File: src/rtl/ls161_cascade_pkg.sv
// Shared constants and helpers for the LS161-style cascaded counter chain.
// Stage width and terminal count live here so stage and top agree.
package ls161_cascade_pkg;

   localparam int          STAGE_W    = 4;
   localparam logic [3:0]  TERM_COUNT = 4'hF;

   // Modulo-16 increment; the natural 4-bit overflow gives the 15 -> 0 wrap.
   function automatic logic [STAGE_W-1:0] next_count(input logic [STAGE_W-1:0] cur);
      return cur + 4'd1;
   endfunction

   // Ripple carry of one stage: terminal count gated by that stage's ENT.
   function automatic logic stage_carry(input logic [STAGE_W-1:0] cur, input logic ent);
      return ent && (cur == TERM_COUNT);
   endfunction

endpackage

File: src/rtl/ls161_stage.sv
// One 74LS161 4-bit synchronous counter: async clear, sync load, ENP/ENT, RCO.
// Clear wins over everything; load wins over count; RCO is purely combinational.
module ls161_stage
   import ls161_cascade_pkg::*;
(
   input  logic               CLK,
   input  logic               CLR_L,
   input  logic               LOAD_L,
   input  logic               ENP,
   input  logic               ENT,
   input  logic [STAGE_W-1:0] D,
   output logic [STAGE_W-1:0] Q,
   output logic               RCO
);

   logic [STAGE_W-1:0] count;

   always_ff @(posedge CLK or negedge CLR_L) begin
      if (!CLR_L) begin
         count <= '0;
      end else if (!LOAD_L) begin
         count <= D;
      end else if (ENP && ENT) begin
         count <= next_count(count);
      end
   end

   assign Q   = count;
   // ENP and LOAD_L deliberately play no part here, matching the real part.
   assign RCO = stage_carry(count, ENT);

endmodule

File: src/rtl/ls161_cascade.sv
// Chain of STAGES LS161 counters forming one 4*STAGES-bit synchronous counter.
// Each stage's RCO drives the next stage's ENT; ENP, LOAD_L and CLR_L are shared.
module ls161_cascade
   import ls161_cascade_pkg::*;
#(
   parameter int STAGES = 3
) (
   input  logic                      CLK,
   input  logic                      CLR_L,
   input  logic                      LOAD_L,
   input  logic                      ENP,
   input  logic                      ENT,
   input  logic [STAGE_W*STAGES-1:0] D,
   output logic [STAGE_W*STAGES-1:0] Q,
   output logic [STAGES-1:0]         STAGE_RCO,
   output logic                      RCO
);

   logic [STAGES-1:0] ent_chain;

   assign ent_chain[0] = ENT;

   for (genvar k = 0; k < STAGES; k++) begin : g_stage
      // Carry lookahead: stage k counts only when every lower stage is at 15.
      if (k > 0) begin : g_link
         assign ent_chain[k] = STAGE_RCO[k-1];
      end

      ls161_stage u_stage (
         .CLK    (CLK),
         .CLR_L  (CLR_L),
         .LOAD_L (LOAD_L),
         .ENP    (ENP),
         .ENT    (ent_chain[k]),
         .D      (D[STAGE_W*k +: STAGE_W]),
         .Q      (Q[STAGE_W*k +: STAGE_W]),
         .RCO    (STAGE_RCO[k])
      );
   end

   assign RCO = STAGE_RCO[STAGES-1];

endmodule
File: config.mk
export PLATFORM = sky130hd
export DESIGN_NAME = ls161_cascade
export DESIGN_NICKNAME = d
export VERILOG_FILES = /design/src/rtl/ls161_cascade_pkg.sv /design/src/rtl/ls161_stage.sv /design/src/rtl/ls161_cascade.sv
export SDC_FILE = /design/constraint.sdc
export NUM_CORES = 1
export LEC_CHECK = 0
export ABC_AREA = 1
export CAP_MARGIN = 5
export CORE_MARGIN = 4
export CORE_UTILIZATION = 45
export DETAILED_ROUTE_END_ITERATION = 7
export HOLD_SLACK_MARGIN = 0.06
export PLACE_DENSITY = 0.87
export SLEW_MARGIN = 20
export SYNTH_ARGS = -nofsm -noshare
export SYNTH_HDL_FRONTEND = slang
export SYNTH_SLANG_ARGS = --single-unit
File: constraint.sdc
create_clock -name CLK -period 3.3 [get_ports CLK]
set_input_delay 0.495 -clock CLK [delete_from_list [all_inputs] [get_ports CLK]]
set_output_delay 0.495 -clock CLK [all_outputs]
set_load 0.02 [all_outputs]
==> impl_results.md, run 1 <==
- Status: completed
- Synth top area cells: dfrtp_1, nand2_1, nand3_1, ha_1, inv_1
- Commonest cells post-synth: nand2_1, nand3_1, dfrtp_1
- Synth Instances: approximately 120
- Detailed Place HPWL: 1659 um
- Pins Over Slew Limit: 0
- Final Critical Period: between 2 and 3 ns
- Setup bufs post-CTS: 0
- Crit Path Class: in -> out
- Initial antenna violation count: 0
- Vias per Instance: between 5 and 6
- Global route overflow: 0
- CP arrival: between 2 and 2.5 ns
- Port Buf Inserts: 32
- Largest net degree at the start of global routing: 22
- Critical path launch point: ENT
- Syn avg cell area: approximately 7.0 sq um
- Ys async rst share: 100.0%
- RD Place Congestion: between 0.8 and 0.9
- Max capacitance violation total: 0
- Die width: about 50 um
- DRC viols: 0
- Critical Path End Type: primary output
- CTS Buffer Depth: 2
- Reg-to-Reg Start: g_stage[1].u_stage.Q[0]$_DFFE_PN0P_
- Wire per inst: about 13 um
- CTS Buf Count: 3
- RSZ-0062 raised after global routing: false
- Area growth syn-to-layout: 40.93%
- Starting density of the core: 47.25%
- CTS clock-pin slew for the worst setup and hold paths: ~0.070 ns
- CP peak stage delay: about 0.65 ns
- CP required: ~2.8 ns
- Synth Cell Area: slightly above 800 sq um
- Setup_tns: 0 ns
- Skew-Pair Late Insertion Delay: between 0.2 and 0.3 ns
- EDFF count, synth: 0
- Gr usage total: around 17%
- Max Clock Skew: between 0.002 and 0.0025 ns
- Drt total wl: ~2100 um
- Nets@finish: approximately 170
- # rows: 15
- Slew HR: 49.34%
- Slew @ Worst Pin: 0.7576 ns
- Post-synth top area share: 37.21%
- Period Utilization, post-route: around four fifths
- Yosys warns: 0
- Vias in the first global route: 805
- Antenna cells: 0
- Final Util: about 67%
- Antenna Nets Post-Route: 0
- #FFs+latches synth: 12
- Peak VDD IR: roughly 250 uV
- Initial DRC count: 17
- DR pass1 iterations: 4
- Io pins: 33
- # hold bufs at CTS: 0
- H-tree depth: 1
- Cell with the most instances after synthesis: nand2_1
- PD cells: around 400 nW/um^2
- CTS tree: yes
- Cell Chain, Critical Path: clkdlybuf4s50_1 > nand2_1 > nor2_4 > nand2_1 > nor3_1 > clkdlybuf4s50_1
- Max Fclk: about 380 MHz
- Share of layout cells above drive strength 1: roughly 8.3%
- Core region area: 1708 sq um
- CTS root buffer: clkbuf_4
- Register area share after synthesis: between 30% and 40%
- Final setup viols: 0
- Via Count: approximately 860
- Static Leakage: approximately 0.55 nW
- Synth cell types: 23
- Global-route wire length before repair: approximately 3300 um
- Worst hold path type: in -> async
- Endpoints failing hold: 0
- Critical path's slowest cell: clkdlybuf4s50_1
- Max FFs per register: 12
- Synth area leader: dfrtp_1
- Top FF cell, synth: dfrtp_1
- Post-cts resize count: 0
- Die Area: 2535 sq um
- Die H: ~50 um
- Clk sinks: 12
- Startpoint Class: input pin
- Crit path max fanout: 4
- Syn Nets: 135
## final cells by class
cell class	count	area [sq um]
sequential	12	300.3
timing repair buffer	32	320.3
inverter	8	30.03
fill	147	570.5
tap	25	31.28
multi-input combinational	89	432.9
clock buffer	3	22.52
## per-stage QoR
stage	power [W]	std cells	area (sq um)	setup slack (ns)	hold slack, ns
after floorplan	0.0002820	115	807.0	1.061	0.1994
after global placement	0.0003555	166	1115	0.7423	0.5488
after detailed placement	0.0003616	166	1115	0.6864	0.5678
after CTS	0.0004552	169	1137	0.6803	0.5849
after global routing	0.0004751	169	1137	0.5873	0.6246
final	0.0004505	169	1137	0.6919	0.5742
## layer usage
layer | share of wire, % | vias up | global-route usage [%]
li1 | - | 428 | -
met1 | 39 | 389 | 19.18
met2 | 53 | 34 | 30.87
met3 | 6.1 | 5 | 3.858
met4 | 2.2 | 0 | 8.072
met5 | 0 | - | 0
## kinds of logic (layout without fill, tap and decap cells)
kind of cell | Yosys count | in the layout | share of synthesized area (%)
AO/OA/AOI/OAI | 7 | 7 | 4.963
adder cells (fa/ha/maj) | 3 | 3 | 4.652
buffers and inverters | 14 | 43 | 9.147
flip-flops | 12 | 12 | 37.21
AND/OR/NAND/NOR | 79 | 79 | 44.03
## worst max-delay path, delay by kind of cell
| family | cells | cell delay (ns) |
|---|---|---|
| and+or+nand+nor | 4 | 0.49 |
| buffers and inverters | 2 | 1.13 |
## power by group
group	internal [W]	total, W	switching (W)
combinational	0.0000803	0.000163	0.0000827
clock	0.0000423	0.0000924	0.0000500
sequential	0.000167	0.000195	0.0000280
## worst paths after layout
path                                                             to  slack, ns  cells past startpoint
worst max-delay path                                   STAGE_RCO[2]       0.69                      6
min in group CLK                g_stage[2].u_stage.Q[3]$_DFFE_PN0P_       0.58                      2
worst max register to register  g_stage[2].u_stage.Q[0]$_DFFE_PN0P_       1.95                      7
worst min-delay path            g_stage[0].u_stage.Q[2]$_DFFE_PN0P_       0.57                      1
worst min register to register  g_stage[2].u_stage.Q[3]$_DFFE_PN0P_       0.58                      2
max in group asynchronous       g_stage[2].u_stage.Q[0]$_DFFE_PN0P_       2.36                      1
## layout by cell type, fill, tap and decap left out
cell,n
clkbuf_4,3
nor3_1,1
clkdlybuf4s50_1,32
or2_1,1
o22ai_1,1
nor2_1,5
or2_2,1
ha_1,3
o211ai_1,1
nand3_2,1
inv_2,1
nand2_1,45
nand2_2,4
dfrtp_1,12
o21ai_1,2
nand4_1,2
a31oi_1,1
o21ai_0,2
inv_1,7
nor2_4,1
nor2_2,1
nand3_1,17
No activity file was read; power rests on OpenSTA's default activity.
==> inputs of run 2 (changes only) <==
--- a/config.mk
+++ b/config.mk
@@ -8,10 +8,10 @@
 export ABC_AREA = 1
 export CAP_MARGIN = 5
 export CORE_MARGIN = 4
-export CORE_UTILIZATION = 45
+export CORE_UTILIZATION = 42
 export DETAILED_ROUTE_END_ITERATION = 7
 export HOLD_SLACK_MARGIN = 0.06
-export PLACE_DENSITY = 0.87
+export PLACE_DENSITY = 0.82
 export SLEW_MARGIN = 20
 export SYNTH_ARGS = -nofsm -noshare
 export SYNTH_HDL_FRONTEND = slang
==> constraint.sdc (replaced) <==
create_clock -name CLK -period 2.4 [get_ports CLK]
set_input_delay 0.36 -clock CLK [delete_from_list [all_inputs] [get_ports CLK]]
set_output_delay 0.36 -clock CLK [all_outputs]
set_load 0.02 [all_outputs]
==> impl_results.md, run 2 (same netlist as run 1, synthesis figures left out) <==
- Status: completed (unchanged)
- CTS Buf Count: 3 (unchanged)
- Die width: 51.84 um (was 50.35 um)
- Slew @ Worst Pin: 0.5679 ns (was 0.7576 ns)
- Die H: 51.84 um (was 50.35 um)
- RSZ-0062 raised after global routing: false (unchanged)
- Largest net degree at the start of global routing: 19 (was 22)
- Setup bufs post-CTS: 0 (unchanged)
- Max Clock Skew: 0.001579 ns (was 0.002392 ns)
- # hold bufs at CTS: 0 (unchanged)
- Skew-Pair Late Insertion Delay: 0.26 ns (was 0.28 ns)
- Global-route wire length before repair: 3318 um (was 3284 um)
- Port Buf Inserts: 32 (unchanged)
- Fill count: 159 (was 147)
- Final Critical Period: about 2.2 ns
- Core region area: 1764 sq um (was 1708 sq um)
- Nets@finish: 168 (was 166)
- Pins Over Slew Limit: 0 (unchanged)
- Storage element area: 300.3 sq um (unchanged)
- Most common cell after layout, fill and taps aside: nand2_1 (unchanged)
- CTS root buffer: clkbuf_4 (unchanged)
- Initial DRC count: 28 (was 17)
- Max FFs per register: 12 (unchanged)
- Io pins: 33 (unchanged)
- Setup_tns: 0 ns (unchanged)
- Area taken by multi-input logic gates: 432.9 sq um (unchanged)
- CP arrival: 1.82 ns (was 2.11 ns)
- CP required: 2.04 ns (was 2.80 ns)
- H-tree depth: 1 (unchanged)
- Via Count: 846 (was 856)
- Peak VDD IR: 316.6 uV (was 246.6 uV)
- Antenna cells: 0 (unchanged)
- Worst hold path type: in -> async (unchanged)
- Final Util: 65.60% (was 66.59%)
- Endpoints failing hold: 0 (unchanged)
- Die Area: 2687 sq um (was 2535 sq um)
- Max Fclk: between 400 and 500 MHz
- Final Instance Area: 1157 sq um (was 1137 sq um)
- Critical Path End Type: primary output (unchanged)
- Most frequent cells in the layout: nand2_1, clkdlybuf4s50_1, nand3_1 (unchanged)
- Share of layout cells above drive strength 1: 9.589% (was 8.333%)
- PD cells: 526.2 nW/um^2 (was 396.1 nW/um^2)
- Crit Path Class: reg -> out (was in -> out)
- Area growth syn-to-layout: 43.41% (was 40.93%)
- Tot Pwr: 0.0006091 W (was 0.0004505 W)
- Static Leakage: 0.5936 nW (was 0.5459 nW)
- CTS tree: yes (unchanged)
- Vias per Instance: 4.947 (was 5.065)
- CTS Buffer Depth: 2 (unchanged)
- Gr usage total: 16.38% (was 17.26%)
- Final setup viols: 0 (unchanged)
- Vias in the first global route: 780 (was 805)
- Max capacitance violation total: 0 (unchanged)
- CTS clock-pin slew for the worst setup and hold paths: 0.07 ns (about the same)
- Period Utilization, post-route: 90.87%
- Antenna Nets Post-Route: 0 (unchanged)
- Clk sinks: 12 (unchanged)
- Area after DPL: 1130 sq um (was 1115 sq um)
- Crit path max fanout: 6 (was 4)
- Global route overflow: 0 (unchanged)
- Starting density of the core: 45.74% (was 47.25%)
- DR pass1 iterations: 4 (unchanged)
- Slew HR: 62.02% (was 49.34%)
- Detailed Place HPWL: 1530 um (was 1659 um)
- Drt total wl: 1905 um (was 2116 um)
- RD Place Congestion: 0.8076 (was 0.8703)
- Hold WS: 0.4619 ns (was 0.5742 ns)
- DRC viols: 0 (unchanged)
- Startpoint Class: flop (was input pin)
- Initial antenna violation count: 0 (unchanged)
- # rows: 15 (unchanged)
- Wire per inst: 11.14 um (was 12.52 um)
-- run 2: changes by cell type in the layout (fill, tap and decap cells not counted), sizes merged --
cell,delta
dlymetal6s2s,+2
clkdlybuf4s50,-2
buf,+2
-- run 2: layout make-up --
class / count / area share (%)
well taps: 25 / 2.703
inverters: 8 / 2.595
multi-input cells: 89 / 37.41
clock buffers: 3 / 1.946
repair buffers: 34 / 29.41
flip-flops and latches: 12 / 25.95
-- run 2: metal layers --
| metal | track usage, % | vias up | wire length, um |
|---|---|---|---|
| met5 | 0 | - | 0 |
| met4 | 6.550 | 0 | 29 |
| met3 | 3.725 | 4 | 134 |
| met2 | 24.48 | 28 | 886 |
| met1 | 22.56 | 382 | 854 |
| li1 | - | 432 | - |
-- run 2: critical path, stage by stage, from the launching register on --
cell             delay [ns]
dfrtp_1                0.43
ha_1                   0.19
nand2_1                0.08
nor2_2                 0.13
nand2_1                0.08
inv_1                  0.05
clkdlybuf4s50_1        0.59
-- run 2: final timing paths --
kind                                                     startpoint                                   to  slack, ns  cells after the start
max in group asynchronous                                     CLR_L  g_stage[0].u_stage.Q[0]$_DFFE_PN0P_       1.57                      1
worst max register to register  g_stage[0].u_stage.Q[0]$_DFFE_PN0P_  g_stage[1].u_stage.Q[3]$_DFFE_PN0P_       1.06                      8
worst min register to register  g_stage[1].u_stage.Q[3]$_DFFE_PN0P_  g_stage[1].u_stage.Q[3]$_DFFE_PN0P_       0.57                      2
min in group CLK                g_stage[1].u_stage.Q[3]$_DFFE_PN0P_  g_stage[1].u_stage.Q[3]$_DFFE_PN0P_       0.57                      2
worst max-delay path            g_stage[1].u_stage.Q[0]$_DFFE_PN0P_                         STAGE_RCO[1]       0.22                      6
worst min-delay path                                          CLR_L  g_stage[1].u_stage.Q[1]$_DFFE_PN0P_       0.46                      1
-- run 2: report_power, final --
group	switching (W)	internal, W
Clock	0.0000593	0.0000578
Sequential	0.0000367	0.000230
Combinational	0.000113	0.000112
Total	0.000209	0.000400
-- run 2: timing repair --
action | CTS | global route
gates resized for setup | 0 | 2
endpoints found under the hold margin | 0 | 0
endpoints found under the setup margin | 0 | 2
-- run 2: through the flow --
| stage | worst slack (ns) | std cells |
|---|---|---|
| 6_report | 0.2191 | 171 |
| 3_3_place_gp | 0.1616 | 168 |
| 4_1_cts | 0.005451 | 171 |
| 5_1_grt | 0.04719 | 171 |
| 3_5_place_dp | 0.1168 | 168 |
| 2_1_floorplan | 0.2962 | 115 |
==> inputs of run 3 (changes only) <==
--- a/config.mk
+++ b/config.mk
@@ -8,10 +8,11 @@
 export ABC_AREA = 1
 export CAP_MARGIN = 5
 export CORE_MARGIN = 4
-export CORE_UTILIZATION = 42
+export CORE_UTILIZATION = 44
+export CTS_BUF_LIST = sky130_fd_sc_hd__clkbuf_2
 export DETAILED_ROUTE_END_ITERATION = 7
 export HOLD_SLACK_MARGIN = 0.06
-export PLACE_DENSITY = 0.82
+export PLACE_DENSITY = 0.94
 export SLEW_MARGIN = 20
 export SYNTH_ARGS = -nofsm -noshare
 export SYNTH_HDL_FRONTEND = slang
==> impl_results.md, run 3 (same netlist as run 1, synthesis figures left out) <==
- Status: completed (unchanged)
- Worst hold path type: in -> async (unchanged)
- Period Utilization, post-route: 92.76% (was 90.87%)
- Peak VDD IR: 289.3 uV (was 316.6 uV)
- Post-cts resize count: 2 (was 0)
- DRC viols: 0 (unchanged)
- H-tree depth: 1 (unchanged)
- Share of layout cells above drive strength 1: 9.524% (was 9.589%)
- Fill count: 149 (was 159)
- Critical Path End Type: primary output (unchanged)
- Pins Over Slew Limit: 0 (unchanged)
- Final setup viols: 0 (unchanged)
- Placed cells: 168 (unchanged)
- Antenna cells: 0 (unchanged)
- CP required: 2.04 ns (about the same)
- Area growth syn-to-layout: 42.02% (was 43.41%)
- Endpoints failing hold: 0 (unchanged)
- Max Clock Skew: 0.01778 ns (was 0.001579 ns)
- CTS Buf Count: 3 (unchanged)
- Max capacitance violation total: 0 (unchanged)
- RD Place Congestion: 0.7760 (was 0.8076)
- Nets@finish: 168 (unchanged)
- Vias in the first global route: 787 (was 780)
- Detailed Place HPWL: 1660 um (was 1530 um)
- R2R depth: 8 (unchanged)
- # hold bufs at CTS: 0 (unchanged)
- Most common cell after layout, fill and taps aside: nand2_1 (unchanged)
- Port Buf Inserts: 32 (unchanged)
- Final Util: 66.38% (was 65.60%)
- RSZ-0062 raised after global routing: false (unchanged)
- Antenna Nets Post-Route: 0 (unchanged)
- Slew @ Worst Pin: 0.5807 ns (was 0.5679 ns)
- Vias per Instance: 5.012 (was 4.947)
- Core region area: 1727 sq um (was 1764 sq um)
- Static Leakage: 0.5661 nW (was 0.5936 nW)
- Max Fclk: 449.2 MHz (was 458.5 MHz)
- Starting density of the core: 46.74% (was 45.74%)
- Wire per inst: 12.54 um (was 11.14 um)
- Gr usage total: 18.10% (was 16.38%)
- PD cells: 529.5 nW/um^2 (was 526.2 nW/um^2)
- Drt total wl: 2157 um (was 1905 um)
- CTS clock-pin slew for the worst setup and hold paths: 0.14 ns (was 0.07 ns)
- Hold WS: 0.4232 ns (was 0.4619 ns)
- Max FFs per register: 12 (unchanged)
- Global route overflow: 0 (unchanged)
- CTS Buffer Depth: 2 (unchanged)
- Crit path max fanout: 5 (was 6)
- Largest net degree at the start of global routing: 19 (unchanged)
- Die width: 50.83 um (was 51.84 um)
- # rows: 15 (unchanged)
- Initial antenna violation count: 0 (unchanged)
- Most frequent cells in the layout: nand2_1, clkdlybuf4s50_1, nand3_1 (unchanged)
- DR pass1 iterations: 5 (was 4)
- Slew HR: 61.16% (was 62.02%)
- CP arrival: 1.87 ns (was 1.82 ns)
- Clk sinks: 12 (unchanged)
- Setup bufs post-CTS: 0 (unchanged)
- CTS root buffer: clkbuf_2 (was clkbuf_4)
- Post-Layout Cell Count: 172 (was 171)
- Die H: 50.83 um (was 51.84 um)
- Skew-Pair Late Insertion Delay: 0.29 ns (was 0.26 ns)
- Global-route wire length before repair: 3491 um (was 3318 um)
- Io pins: 33 (unchanged)
- Final Critical Period: 2.226 ns (was 2.181 ns)
- Startpoint Class: flop (unchanged)
- Die Area: 2583 sq um (was 2687 sq um)
- Via Count: 862 (was 846)
- Crit Path Class: reg -> out (unchanged)
- Initial DRC count: 15 (was 28)
- CTS tree: yes (unchanged)
==> run 3: through the flow <==
stage                     setup WS (ns)  cell area (sq um)  setup TNS (ns)  power (W)
after floorplan                  0.2962              807.0               0  0.0003877
after global placement           0.1342               1130               0  0.0004909
after detailed placement     -0.0005853               1130      -0.0005853  0.0004983
after CTS                        0.1686               1146               0  0.0006091
after global routing            0.05751               1146               0  0.0006445
final                            0.1738               1146               0  0.0006069
==> run 3: final timing paths <==
check	startpoint	endpoint	slack (ns)
min in group CLK	g_stage[0].u_stage.Q[3]$_DFFE_PN0P_	g_stage[0].u_stage.Q[3]$_DFFE_PN0P_	0.59
worst min register to register	g_stage[0].u_stage.Q[3]$_DFFE_PN0P_	g_stage[0].u_stage.Q[3]$_DFFE_PN0P_	0.59
worst max register to register	g_stage[0].u_stage.Q[0]$_DFFE_PN0P_	g_stage[1].u_stage.Q[2]$_DFFE_PN0P_	1.06
worst max-delay path	g_stage[1].u_stage.Q[1]$_DFFE_PN0P_	STAGE_RCO[1]	0.17
worst min-delay path	CLR_L	g_stage[2].u_stage.Q[2]$_DFFE_PN0P_	0.42
max in group asynchronous	CLR_L	g_stage[1].u_stage.Q[0]$_DFFE_PN0P_	1.58
==> run 3: metal layers <==
metal	GRT usage [%]	routed length, um	part of all wire (%)	up-vias
met2	32.39	1114	52	32
met4	9.417	48	2.2	0
met1	20.00	860	40	392
met3	3.790	133	6.2	5
met5	0	0	0	-
li1	-	-	-	433
==> run 3: final cells by class <==
type                            instances  area (sq um)  area share (%)
Clock buffer                            3         15.01           1.310
Inverter                                8         30.03           2.620
Timing Repair Buffer                   34         332.8           29.04
Sequential cell                        12         300.3           26.20
Multi-Input combinational cell         89         432.9           37.77
Tap cell                               25         31.28           2.729
Clock inverter                          1         3.754          0.3275
==> run 3: worst max-delay path: stages, from the launching register on <==
cell and delay (ns):
dfrtp_1 0.45, ha_1 0.20, nand2_1 0.08, nor2_2 0.13, nand2_1 0.09, inv_1 0.06
clkdlybuf4s50_1 0.59
==> run 3: where the power goes <==
part	internal [W]	switching (W)
clock	0.0000362	0.0000745
sequential	0.000230	0.0000389
combinational	0.000112	0.000115
